## src/rtl/interp_pkg.sv

```systemverilog
// Shared definitions for the interpolation job scheduler and the engine's
// bench model: job descriptor, image/grid geometry, scheduler states and
// engine handshake latencies.
package interp_pkg;

  localparam int unsigned GRID       = 17;
  localparam int unsigned OUT_PIXELS = GRID * GRID;
  localparam int unsigned IMG_DIM    = 64;

  // Cycles from the ENG_START cycle to the engine's first O_VALID beat.
  localparam int unsigned ENG_FIRST_VALID_LAT = 2;
  // Minimum cycles from a DONE pulse to the next ENG_START.
  localparam int unsigned ENG_DONE_TO_RESTART = 2;

  typedef struct packed {
    logic [5:0] h0;
    logic [5:0] v0;
    logic [3:0] sw;
    logic [3:0] sh;
  } job_t;

  typedef enum logic [1:0] {
    IDLE   = 2'd0,
    LAUNCH = 2'd1,
    RUN    = 2'd2
  } sched_state_t;

  // Window must be non-empty and lie entirely inside the image.
  function automatic logic job_is_valid(input job_t j);
    logic [6:0] h_end;
    logic [6:0] v_end;
    h_end = {1'b0, j.h0} + {3'b000, j.sw};
    v_end = {1'b0, j.v0} + {3'b000, j.sh};
    return (j.sw != '0) && (j.sh != '0) &&
           (h_end <= 7'(IMG_DIM)) && (v_end <= 7'(IMG_DIM));
  endfunction

endpackage

```

## src/rtl/interp_job_fifo.sv

```systemverilog
// Synchronous FIFO of job descriptors, DEPTH entries (power of two).
// Ports:
//   clk, RST_N       clock, asynchronous active-low reset (empties queue)
//   push, push_data  write request; ignored when full
//   pop, pop_data    read request; pop_data shows the head entry
//   full, empty      occupancy flags from the registered count
//   count            number of stored entries
module interp_job_fifo
  import interp_pkg::*;
#(
  parameter int unsigned DEPTH = 4
) (
  input  logic                     clk,
  input  logic                     RST_N,
  input  logic                     push,
  input  job_t                     push_data,
  input  logic                     pop,
  output job_t                     pop_data,
  output logic                     full,
  output logic                     empty,
  output logic [$clog2(DEPTH):0]   count
);

  localparam int unsigned AW = $clog2(DEPTH);
  localparam logic [AW:0] FULL_COUNT = DEPTH[AW:0];

  job_t          mem [DEPTH];
  logic [AW-1:0] wr_ptr;
  logic [AW-1:0] rd_ptr;
  logic          do_push;
  logic          do_pop;

  assign full     = (count == FULL_COUNT);
  assign empty    = (count == '0);
  assign do_push  = push && !full;
  assign do_pop   = pop && !empty;
  assign pop_data = mem[rd_ptr];

  always_ff @(posedge clk) begin
    if (do_push) mem[wr_ptr] <= push_data;
  end

  always_ff @(posedge clk or negedge RST_N) begin
    if (!RST_N) begin
      wr_ptr <= '0;
      rd_ptr <= '0;
      count  <= '0;
    end else begin
      if (do_push) wr_ptr <= wr_ptr + 1'b1;
      if (do_pop)  rd_ptr <= rd_ptr + 1'b1;
      case ({do_push, do_pop})
        2'b10:   count <= count + 1'b1;
        2'b01:   count <= count - 1'b1;
        default: ;
      endcase
    end
  end

endmodule

```

## src/rtl/interp_job_scheduler.sv

```systemverilog
// Job sequencer in front of the interpolation engine. Queues host jobs,
// validates each at pop, launches the engine with a one-cycle START, counts
// output beats and reports DONE / ERR / TIMEOUT per job.
// Ports:
//   clk, RST_N                  clock, asynchronous active-low reset
//   JOB_VALID/JOB_READY         host job handshake (push = VALID & READY)
//   JOB_H0/V0/SW/SH             job window origin and size
//   ENG_START, ENG_H0/V0/SW/SH  engine launch pulse and held parameters
//   ENG_O_VALID                 engine output beat
//   BUSY                        job launched and not finished
//   DONE, ERR, TIMEOUT          one-cycle completion/reject/abort pulses
//   PIX_CNT                     beats counted for the current job
module interp_job_scheduler #(
  parameter int unsigned DEPTH         = 4,
  parameter int unsigned OUT_PIXELS    = interp_pkg::OUT_PIXELS,
  parameter int unsigned TIMEOUT_LIMIT = 400
) (
  input  logic       clk,
  input  logic       RST_N,
  input  logic       JOB_VALID,
  output logic       JOB_READY,
  input  logic [5:0] JOB_H0,
  input  logic [5:0] JOB_V0,
  input  logic [3:0] JOB_SW,
  input  logic [3:0] JOB_SH,
  output logic       ENG_START,
  output logic [5:0] ENG_H0,
  output logic [5:0] ENG_V0,
  output logic [3:0] ENG_SW,
  output logic [3:0] ENG_SH,
  input  logic       ENG_O_VALID,
  output logic       BUSY,
  output logic       DONE,
  output logic       ERR,
  output logic       TIMEOUT,
  output logic [8:0] PIX_CNT
);

  import interp_pkg::*;

  localparam int unsigned CW = $clog2(DEPTH) + 1;
  localparam int unsigned WW = $clog2(TIMEOUT_LIMIT + 1);
  localparam logic [CW-1:0] FULL_COUNT     = DEPTH[CW-1:0];
  localparam logic [8:0]    LAST_BEAT      = 9'(OUT_PIXELS - 1);
  localparam logic [WW-1:0] LAST_RUN_CYCLE = WW'(TIMEOUT_LIMIT - 1);

  sched_state_t  state;
  sched_state_t  state_next;
  job_t          push_job;
  job_t          head_job;
  logic          fifo_full;
  logic          fifo_empty;
  logic [CW-1:0] fifo_count;
  logic          pop;
  logic          load;
  logic          err_next;
  logic          done_next;
  logic          timeout_next;
  logic          done_q;
  logic          err_q;
  logic          timeout_q;
  logic [8:0]    pix_cnt;
  logic [WW-1:0] wd_cnt;

  assign push_job  = '{h0: JOB_H0, v0: JOB_V0, sw: JOB_SW, sh: JOB_SH};
  assign JOB_READY = !fifo_full;

  interp_job_fifo #(
    .DEPTH(DEPTH)
  ) u_fifo (
    .clk      (clk),
    .RST_N    (RST_N),
    .push     (JOB_VALID),
    .push_data(push_job),
    .pop      (pop),
    .pop_data (head_job),
    .full     (fifo_full),
    .empty    (fifo_empty),
    .count    (fifo_count)
  );

  always_ff @(posedge clk) begin
    if (RST_N) assert (fifo_full == (fifo_count == FULL_COUNT));
  end

  always_ff @(posedge clk or negedge RST_N) begin
    if (!RST_N) state <= IDLE;
    else        state <= state_next;
  end

  // The IDLE cycle carrying a DONE/TIMEOUT pulse does not pop, so the engine
  // always sees at least one idle cycle between jobs.
  always_comb begin
    state_next   = state;
    pop          = 1'b0;
    load         = 1'b0;
    err_next     = 1'b0;
    done_next    = 1'b0;
    timeout_next = 1'b0;
    case (state)
      IDLE: begin
        if (!fifo_empty && !done_q && !timeout_q) begin
          pop = 1'b1;
          if (job_is_valid(head_job)) begin
            load       = 1'b1;
            state_next = LAUNCH;
          end else begin
            err_next = 1'b1;
          end
        end
      end
      LAUNCH: state_next = RUN;
      RUN: begin
        if (ENG_O_VALID && (pix_cnt == LAST_BEAT)) begin
          done_next  = 1'b1;
          state_next = IDLE;
        end else if (wd_cnt == LAST_RUN_CYCLE) begin
          timeout_next = 1'b1;
          state_next   = IDLE;
        end
      end
      default: state_next = IDLE;
    endcase
  end

  always_ff @(posedge clk or negedge RST_N) begin
    if (!RST_N) begin
      ENG_H0    <= '0;
      ENG_V0    <= '0;
      ENG_SW    <= '0;
      ENG_SH    <= '0;
      pix_cnt   <= '0;
      wd_cnt    <= '0;
      done_q    <= 1'b0;
      err_q     <= 1'b0;
      timeout_q <= 1'b0;
    end else begin
      done_q    <= done_next;
      err_q     <= err_next;
      timeout_q <= timeout_next;
      if (load) begin
        ENG_H0  <= head_job.h0;
        ENG_V0  <= head_job.v0;
        ENG_SW  <= head_job.sw;
        ENG_SH  <= head_job.sh;
        pix_cnt <= '0;
      end else if ((state == RUN) && ENG_O_VALID) begin
        pix_cnt <= pix_cnt + 1'b1;
      end
      if (state == LAUNCH)   wd_cnt <= '0;
      else if (state == RUN) wd_cnt <= wd_cnt + 1'b1;
    end
  end

  assign ENG_START = (state == LAUNCH);
  assign BUSY      = (state != IDLE);
  assign DONE      = done_q;
  assign ERR       = err_q;
  assign TIMEOUT   = timeout_q;
  assign PIX_CNT   = pix_cnt;

endmodule

```

## config.mk

```make
export PLATFORM = sky130hd
export DESIGN_NAME = interp_job_scheduler
export DESIGN_NICKNAME = d
export VERILOG_FILES = /design/src/rtl/interp_pkg.sv /design/src/rtl/interp_job_fifo.sv /design/src/rtl/interp_job_scheduler.sv
export SDC_FILE = /design/constraint.sdc
export NUM_CORES = 1
export LEC_CHECK = 0
export BUFFER_PORTS_ARGS = -buffer_cell sky130_fd_sc_hd__buf_2
export CAP_MARGIN = 25
export CORE_MARGIN = 2
export CORE_UTILIZATION = 55
export CTS_BUF_LIST = sky130_fd_sc_hd__clkbuf_8
export DETAILED_ROUTE_END_ITERATION = 16
export HOLD_SLACK_MARGIN = 0.1
export PLACE_DENSITY_LB_ADDON = 0.05
export SYNTH_ARGS = -nofsm -noshare
export SYNTH_HDL_FRONTEND = slang
export SYNTH_SLANG_ARGS = --single-unit
export TNS_END_PERCENT = 1
```

## constraint.sdc

```tcl
create_clock -name clk -period 3.8 [get_ports clk]
set_input_delay 1.14 -clock clk [delete_from_list [all_inputs] [get_ports clk]]
set_output_delay 1.14 -clock clk [all_outputs]
set_load 0.01 [all_outputs]
```

==> flow_summary.ini <==
[finish]
final_nets = 460
most-common-layout-cells = 80 x edfxtp_1, 58 x buf_2, 50 x dfrtp_1, 23 x nor2_1, 21 x mux2_2
syn_to_final_growth_pct = 16.3
layout_commonest_cell = edfxtp_1
drive_above_1_share = 0.325
final_core_util = 0.657
diodes = 0
layout.cells.non_filler = 558

[grt]
gr-usage-all-layers = 0.198
grt_pass1_wl_um = 16200
grt_max_degree = 34
grt_overflow = 0
antenna_found_initial = 0
grt_pass1_vias = 3218

[clock_tree]
cts_sinks = 130
htree_levels = 4
cts_tree = built
cts-buffers-inserted = 17
cts-root-buf = clkbuf_8
cts_hold_buf = 0
clock_path_buffers = 2
cts_setup_buffers = 0
clock_latency_ns = 0.43
clk_transition_reported_paths_ns = 0.07

[critical_path]
required_ns = 4.11
cp-end-kind = register
max_stage_delay_ns = 0.64
crit_slowest_cell = mux4_1
critPathMaxFanout = 29
path_cells = buf_12 > mux4_1 > ha_1 > fa_1 > xor2_1 > a2111oi_0 > o21ai_2 > nor3_4 > buf_12 > mux2_2
path_class = register to register
start_kind = register
critPathBufInv = 2
worstPathArrival_ns = 3.87
crit_top_cell = buf_12
crit_family = multiplexers

[detailed_routing]
viasPerCell = 5.38
drc = 0
postRouteAntennaNets = 0
routedWlPerCell_um = 17.6
drt_iter0_markers = 86
drt_wl_total_um = 9800
via_count = 3003
first_pass_iters = 4

[logic_synthesis]
ys_warn_count = 0
netlist_top_cells_area = edfxtp_1 44%, dfrtp_1 23%, mux4_2 6.5%, ha_1 4.3%, mux2_2 4.3%
synthCells = 337
ys_seq_area_frac = 0.662
synth_top_area_share = 0.435
synth-compound-area-share = 0.0292
synthSimpleGateAreaFrac = 0.0703
syn_area_mm2 = 0.00552
synth_xor_area_frac = 0.0317
syn_avg_cell_area_um2 = 16.4
synth_mux_area_frac = 0.132
synth_nets = 383
yosysTopAreaCell = edfxtp_1
synth-edff-count = 80
synthFlopType = edfxtp_1
synthAdderAreaFrac = 0.0539
async_flop_share = 0.385
ys_ff_latch = 130
synth.distinct_cells = 42
synth_top_family_by_area = multiplexers

[place]
numPortBuffers = 58
post-place-cells = 528
dp_hpwl_um = 6570
place.gp.congestion = 0.794

[floorplanning]
start_util = 0.565
die_y_um = 104
rows = 36
die_width_um = 104
ioPinCount = 59
die_area_mm2 = 0.0109
core_area_mm2 = 0.00977

[outcome]
outcome = complete, no violations

[sta]
slew_headroom = 0.662
hold_violations = 0
rsz0062_at_grt = no
drv_slew = 0
period_needed_ns = 3.57
setup_viol = 0
fmax_mhz = 280
worstMarginPinSlew_ns = 0.495
final.setup.tns_ns = 0
finalCritPeriodShare = 0.938
fin_skew_ns = 0.0180

[pwr]
power_mw = 3.63
power.leakage_nw = 2.66
powerDensity_mw_per_mm2 = 565
seqPwrFrac = 0.509
pwr-share-comb = 0.163
cell_internal_pwr_mw = 2.68
pwr-share-clk = 0.328
irDropWorstVdd_mv = 0.341
switching_power_mw = 0.949
switching_share = 0.261

[worst_hold_path]
hold_class = register to register

[flow_run]
maxCapViolCount = 0
path summary, 6_finish.rpt:
kind | start | end | slack (ns) | depth (start not counted)
worst max-delay path | u_fifo.rd_ptr[0]$_DFFE_PN0P_ | ENG_SH[3]$_DFFE_PN0P_ | 0.23 | 10
worst min-delay path | ENG_V0[1]$_DFFE_PN0P_ | ENG_V0[1]$_DFFE_PN0P_ | 0.50 | 1
worst max register to register | u_fifo.rd_ptr[0]$_DFFE_PN0P_ | ENG_SH[3]$_DFFE_PN0P_ | 0.23 | 10
worst min register to register | ENG_V0[1]$_DFFE_PN0P_ | ENG_V0[1]$_DFFE_PN0P_ | 0.50 | 1
max in group asynchronous | RST_N | u_fifo.count[2]$_DFFE_PN0P_ | 2.36 | 2
min in group asynchronous | RST_N | PIX_CNT[7]$_DFFE_PN0P_ | 0.64 | 1
cells in the mapped netlist, types with 3 or more instances:
master    instances
edfxtp_1         80
dfrtp_1          50
nor2_1           23
mux2_2           21
ha_1             19
mux4_2           16
inv_1            15
xor2_1           11
nand2_1           9
xnor2_1           9
nand3_1           8
a21oi_1           7
and3_1            7
nand4_1           6
o21ai_0           5
buf_2             4
mux4_1            4
and2_1            3
buf_6             3
fa_1              3
nor2b_1           3
nor3_1            3
worst reg2reg max path: stages, from the launching register on:
cell and delay (ns):
dfrtp_1 0.37, buf_12 0.21, mux4_1 0.65, ha_1 0.26, fa_1 0.41, xor2_1 0.17
a2111oi_0 0.41, o21ai_2 0.19, nor3_4 0.18, buf_12 0.23, mux2_2 0.36
stage by stage:
stage | instance area, µm² | worst slack, ns | hold slack (ns)
CTS | 6420 | 0.152 | 0.504
finish | 6420 | 0.234 | 0.501
global placement | 6010 | 0.271 | 0.487
detailed placement | 6010 | 0.174 | 0.489
floorplan | 5520 | 0.233 | 0.464
global route | 6420 | 0.00501 | 0.531
power by group through the flow:
stage	combinational, mW	sequential, mW	clock, mW
2_1_floorplan	0.371	1.87	0
3_3_place_gp	0.587	1.87	0
4_1_cts	0.604	1.85	1.23
6_report	0.591	1.85	1.19
5_1_grt	0.671	1.87	1.28
3_5_place_dp	0.600	1.88	0
registers in the layout, indices dropped and copies added, names as in the netlist:
register	cells
u_fifo.mem	80
wd_cnt	9
ENG_SH	4
DONE	1
ENG_H0	6
u_fifo.rd_ptr	2
ENG_V0	6
u_fifo.wr_ptr	2
ERR	1
ENG_SW	4
PIX_CNT	9
u_fifo.count	3
TIMEOUT	1
state	2
kinds of logic (layout without fill, tap and decap cells):
logic type | Yosys count | after routing
adders and majority gates | 22 | 22
muxes | 43 | 43
AOI/OAI and AO/OA | 24 | 24
DFF | 130 | 130
and+or+nand+nor | 74 | 74
buffers and inverters | 24 | 112
xor gates and xnor gates | 20 | 20
layer usage:
metal	track usage	wire length (µm)	share of wire	vias to the layer above
met5	0	0	0	-
li1	-	-	-	1428
met1	0.257	4490	0.46	1506
met4	0.0695	88	0.0090	0
met3	0.0583	306	0.031	7
met2	0.322	4920	0.50	62
layout make-up:
type	instances	area [µm²]
inverters	15	56.3
clock inverters	13	171
flip-flops and latches	130	3650
well taps	133	166
repair buffers	67	383
clock buffers	17	234
fillers	735	3350
multi-input cells	183	1760
timing repair:
| item | in CTS | in global routing |
|---|---|---|
| hold endpoints to repair | 0 | 0 |
| setup endpoints to repair | 0 | 20 |
| gates resized for setup | 0 | 1 |
No activity file was read; power rests on OpenSTA's default activity.
